**config.mk**
```make
export PLATFORM = sky130hd
export DESIGN_NAME = down_timer
export DESIGN_NICKNAME = d
export VERILOG_FILES = /design/src/rtl/down_timer.sv
export SDC_FILE = /design/constraint.sdc
export NUM_CORES = 1
export LEC_CHECK = 0
export ABC_AREA = 0
export BUFFER_PORTS_ARGS = -buffer_cell sky130_fd_sc_hd__buf_4
export CORE_MARGIN = 2
export CORE_UTILIZATION = 45
export CTS_CLUSTER_SIZE = 40
export DETAILED_ROUTE_END_ITERATION = 16
export PLACE_DENSITY_LB_ADDON = 0.08
export SYNTH_ARGS = -nofsm -noshare
export SYNTH_HDL_FRONTEND = slang
export SYNTH_SLANG_ARGS = --single-unit
```
**constraint.sdc**
```tcl
create_clock -name clk -period 2 [get_ports clk]
set_input_delay 0.6 -clock clk [delete_from_list [all_inputs] [get_ports clk]]
set_output_delay 0.6 -clock clk [all_outputs]
set_load 0.01 [all_outputs]
```
**src/rtl/down_timer.sv**
```systemverilog
// Loadable down-counting timer with start/stop/ack handshake.
// DOWN_TIMER_AUTORELOAD_EN selects periodic (auto-reload) mode.
module down_timer #(
  parameter int width = 8
) (
  input  logic             clk,
  input  logic             rst_n,
  input  logic             load,
  input  logic [width-1:0] period,
  input  logic             start,
  input  logic             stop,
  input  logic             ack,
  input  logic             ena,
  output logic [width-1:0] q,
  output logic             busy,
  output logic             tick,
  output logic             expired
);

  typedef enum logic {
    IDLE = 1'b0,
    RUN  = 1'b1
  } state_t;

  state_t           state;
  state_t           state_nxt;
  logic [width-1:0] per_r;
  logic [width-1:0] q_nxt;
  logic [width-1:0] p_eff;
  logic             tick_nxt;
  logic             exp_nxt;
  logic             run;
  logic             do_stop;
  logic             do_start;
  logic             do_dec;

  assign run   = (state == RUN);
  assign busy  = run;
  assign p_eff = load ? period : per_r;

  // Mutually exclusive actions: stop > start > decrement.
  assign do_stop  = stop & run;
  assign do_start = ~stop & start & (p_eff != '0);
  assign do_dec   = ~stop & ~do_start & run & ena;

  always_comb begin
    state_nxt = state;
    q_nxt     = q;
    tick_nxt  = 1'b0;
    exp_nxt   = expired & ~ack;
    unique case (1'b1)
      do_stop: begin
        q_nxt     = '0;
        state_nxt = IDLE;
      end
      do_start: begin
        q_nxt     = p_eff;
        state_nxt = RUN;
      end
      do_dec: begin
        if (q > width'(1)) begin
          q_nxt = q - width'(1);
        end else begin
          tick_nxt = 1'b1;
          exp_nxt  = 1'b1;
`ifdef DOWN_TIMER_AUTORELOAD_EN
          if (per_r != '0) begin
            q_nxt     = per_r;
            state_nxt = RUN;
          end else begin
            q_nxt     = '0;
            state_nxt = IDLE;
          end
`else
          q_nxt     = '0;
          state_nxt = IDLE;
`endif
        end
      end
      default: ;
    endcase
  end

  always_ff @(posedge clk or negedge rst_n) begin
    if (!rst_n) begin
      state   <= IDLE;
      per_r   <= '0;
      q       <= '0;
      tick    <= 1'b0;
      expired <= 1'b0;
    end else begin
      state   <= state_nxt;
      q       <= q_nxt;
      tick    <= tick_nxt;
      expired <= exp_nxt;
      if (load) begin
        per_r <= period;
      end
    end
  end

endmodule

```
==> Word level (Yosys, flattened, before mapping) <==
Cells that the tools add are included.
{ "totals": {"regBits": 19, "input_bits": 15, "elab_cells": 30, "out_inout_bits": 11} }
{ "op_classes": {"order_cmp": 1, "mux": 9, "n_addsub": 1, "n_eq_ne": 1, "reduce_logical": 3, "n_bitwise": 10} }
{ "ops": {"columns": ["cell", "count"], "rows": [
  ["$pmux 8 s3", 1],
  ["$mux 8", 2],
  ["$gt 8x1->1 const B", 1],
  ["$reduce_bool 8->1", 1],
  ["$sub 8x1->8 const B", 1],
  ["$and 1x1->1", 7],
  ["$mux 1", 5],
  ["$not 1->1", 3],
  ["$pmux 1 s3", 1],
  ["$reduce_bool 3->1", 1],
  ["$ne 2x2->1 const B", 1],
  ["$reduce_and 2->1", 1]
]} }

==> Longest topological paths before layout <==
{ "logic_depth": {"depth_word": 9, "ltp_mapped": 6, "mapped_depth_nobuf": 6} }

==> Worst setup path before layout <==
OpenSTA, ideal clock, no wires.
{ "synth_path": {"kind": "input-to-reg", "startpoint": "in period[2]", "endpoint": "reg q[0]", "slack_ns": -0.070, "t_required_ns": 1.875, "stages": 4, "arrival_time_ns": 1.946, "setup_time_ns": 0.125, "path_cell_list": "or4b_1 o22a_2 o21ai_4 mux2_2"} }
{ "synth_via": {"elab_chain_cells": 8, "word_cells_on_any_way": 9, "cone_classes": "2 x mux; 5 x bitwise; 2 x reduce/logical"} }
{ "synth_rtl": {"columns": ["item", "line", "rtl"], "rows": [
  ["from (decl)", "9", "input logic [width-1:0] period,"],
  ["$mux 8 (*)", null, null],
  ["$reduce_bool 8->1 (*)", "43", "assign do_start = ~stop & start & (p_eff != '0);"],
  ["$and 1x1->1 (*)", "43", null],
  ["$not 1->1", "44", "assign do_dec = ~stop & ~do_start & run & ena;"],
  ["$and 1x1->1 (3 in series)", "44", null],
  ["$pmux 8 s3 / $reduce_bool 3->1 (equally long branches)", null, null],
  ["to (signal assigned)", "93", "q <= q_nxt;"],
  ["to (decl)", "14", "output logic [width-1:0] q,"]
]} }
Mark *: on every way between the ends. The rest lies on a longest branch, timed or not.
A chain may end at the register's enable or synchronous reset.

==> Worst setup path in the final report <==
{ "layout_path": {"startpoint": "reg q[6]", "endpoint": "reg q[4]"} }
{ "layout_via": {"elab_chain_cells": 3} }
{ "layout_rtl": {"columns": ["item", "line", "rtl"], "rows": [
  ["$gt 8x1->1", "61", "if (q > width'(1)) begin"],
  ["$mux 8", "61", null],
  ["$pmux 8 s3", "51", "unique case (1'b1)"]
]} }
Every way passes these cells.

==> run metrics <==
Final Hold Fails=0; Avg Inst Size Synth=10.68 µm²; htree depth=1; Clock Pin Slew Worst Setup and Hold Paths=0.11 ns; Synth-to-Final Area Change=31.42%; post-synthesis cell type count=40; Layout fillers=216; post-synthesis instance total=104; gr ovfl total=0; # diodes=0; Buf+Inv Stages, Crit Path=0; initial antenna violation count=0; flop2flop setup slack=0.11 ns; routed vias/inst=5.844; Synth top cells by count=dfrtp_1 (19), mux2_2 (12), nand2_1 (6), o21ai_0 (6); Syn Std Cell Area=0.001111 mm²; Hold Slack=0.1448 ns; slowest CP cell=or4_4; startpoint types=flip-flop; DR DRC count=0; Iter 0 DRT Violations=26; most area-consuming cells after synthesis=dfrtp_1 (43%), mux2_2 (12%), o211ai_1 (3.4%), o21ai_0 (2.7%), ha_1 (2.3%); RSZ-0062 raised after global routing=no; setup_tns=0 ns; vias=1011; Syn. warnings=0; flops & latches, synth=19; met2 GRT Util=0.3272; Crit Reg-Reg Endpoint=q[4]; full die area=0.002883 mm²; die height=53.69 µm; ANT nets after route=0; Post-synth EDFFs=0; Die X-Extent=53.69 µm; CTS resizes=0; critical path class=flip-flop to flip-flop; CP Max Fanout=4; area of the core=0.002410 mm²; worst-case clock buffer depth=2; post-CTS setup buffers=0; CP arrival=2.09 ns; peak supply drop=0.4764 mV; first-pass GRT wire length=4547 µm; Final HPWL DP=2258 µm; gr usage total=0.2203; skew final=0.008472 ns; final setup fails=0; CTS Hold Buffers Added=0; Max Cap Viol=0; RR Startpoint=q[6]; Yosys top cell area share=0.4279; met3 usage=0.06389; PortBufs=25; Worst Path Required=2.20 ns; most frequent cell after synthesis=dfrtp_1; Final nets=161; minimum clock period=1.890 ns; Register-to-Register Path Depth=4; GR Util met1=0.3089; Worst slew margin=0.6308; Skew-Pair Late Insertion Delay=0.30 ns; Lkg Pwr=0.0006291 µW; grt peak-use layer=met2; Routed WL=2867 µm; Top Ports=26; Mapped Nets=121; CP max stage delay=0.60 ns; # rows=18; number of detailed-route iterations in the first pass=4; starting density of the core=0.4611; share of layout cells above drive strength 1=0.4126; CTS tree=yes; cell taking the most area after synthesis=dfrtp_1; Tcrit/Tclk final=0.9448; Min-Delay Path Class=input port to asynchronous set/reset pin; total CTS buffers=3; FMAX=529.2 MHz; Async SR Flop Fraction=1.000; pwr dens=756.8 mW/mm²; Sink Count=19; Avg WL per Cell=16.57 µm; delay-heaviest family, CP=simple AND/OR/NAND/NOR gates; Max Slew Vio Count=0; Crit. End Element=flip-flop; Worst Tran Pin Value=0.5496 ns; crit-path cells=or4_4 > o31ai_4 > o211ai_1 > mux2_2; sequential share of the synthesized area=0.4279; Root Driver=clkbuf_4; ys flop type=dfrtp_1; vias in the first global route=949; largest net degree at the start of global routing=20; status=finished, final reports clean; GP Congestion=0.9119
layer usage:
metal	up-vias	share of wire
met2	39	0.48
met3	2	0.063
met4	0	0.0073
met5	-	0
met1	484	0.45
li1	486	-
power by group:
group,switching [µW],total (µW),internal [µW]
logic,214,416,202
clock network,118,195,77.7
registers,59.0,494,435
total,391,1110,714
cell families (layout without fill, tap and decap cells):
kind of cell,count (synthesis),count (layout),share of synthesized area
AO/OA/AOI/OAI,35,35,0.2511
adder cells (fa/ha/maj),2,2,0.02252
buffers and inverters,5,44,0.01688
flip-flops,19,19,0.4279
multiplexers,12,12,0.1216
AND/OR/NAND/NOR,31,31,0.1599
registers in the layout, indices dropped and copies added, names as in the netlist:
signal / cells
q: 8
expired: 1
tick: 1
per_r: 8
busy: 1
layout make-up:
class                           instances  area, µm²  area share
Multi-Input combinational cell         80      635.6      0.4353
Clock buffer                            4      26.28     0.01799
Sequential cell                        19      475.5      0.3256
Tap cell                               30      37.54     0.02571
Inverter                                4      15.01     0.01028
Timing Repair Buffer                   36      270.3      0.1851
worst reg2reg max path: stages, from the launching register on:
cell      delay, ns
dfrtp_1        0.44
or4_4          0.60
o31ai_4        0.32
o211ai_1       0.16
mux2_2         0.28
cells in the final DEF (no fill, tap or decap), types with 2 or more instances in the layout:
master,Yosys,layout
o211ai_1,5,5
buf_4,0,36
nor4_1,2,2
a21oi_1,3,3
dfrtp_1,19,19
ha_1,2,2
mux2_2,12,11
o22ai_1,2,2
inv_1,4,4
o21ai_0,6,6
nand2b_1,3,3
clkbuf_4,0,3
nand2_1,6,6
nor2b_1,2,2
nor2_1,5,5
a22oi_1,2,2
or3_1,2,2
a31oi_1,2,2
or4_4,1,2
nor3_1,3,3
a211oi_1,2,2
metrics by stage:
stage               std cells    util  setup WS [ns]  cell area [µm²]  total power, µW
floorplan                 104       -       -0.03261             1130            722.0
global placement          169  0.5950        -0.1532             1434            904.3
detailed placement        169  0.5950        -0.1985             1434            912.9
CTS                       173  0.6059         0.1016             1460             1114
global route              173  0.6059        0.02342             1460             1180
finish                    173  0.6059         0.1105             1460             1105
worst max path at each step:
stage	end	cells after the start	slack (ns)	start
4_1_cts	q[4]	4	0.10	q[6]
2_1_floorplan	q[0]	4	-0.03	period[2]
6_report	q[4]	4	0.11	q[6]
3_3_place_gp	q[0]	5	-0.15	period[2]
3_5_place_dp	q[4]	5	-0.20	period[2]
5_1_grt	q[3]	6	0.02	q[0]
(Power assumes the default switching activity.)
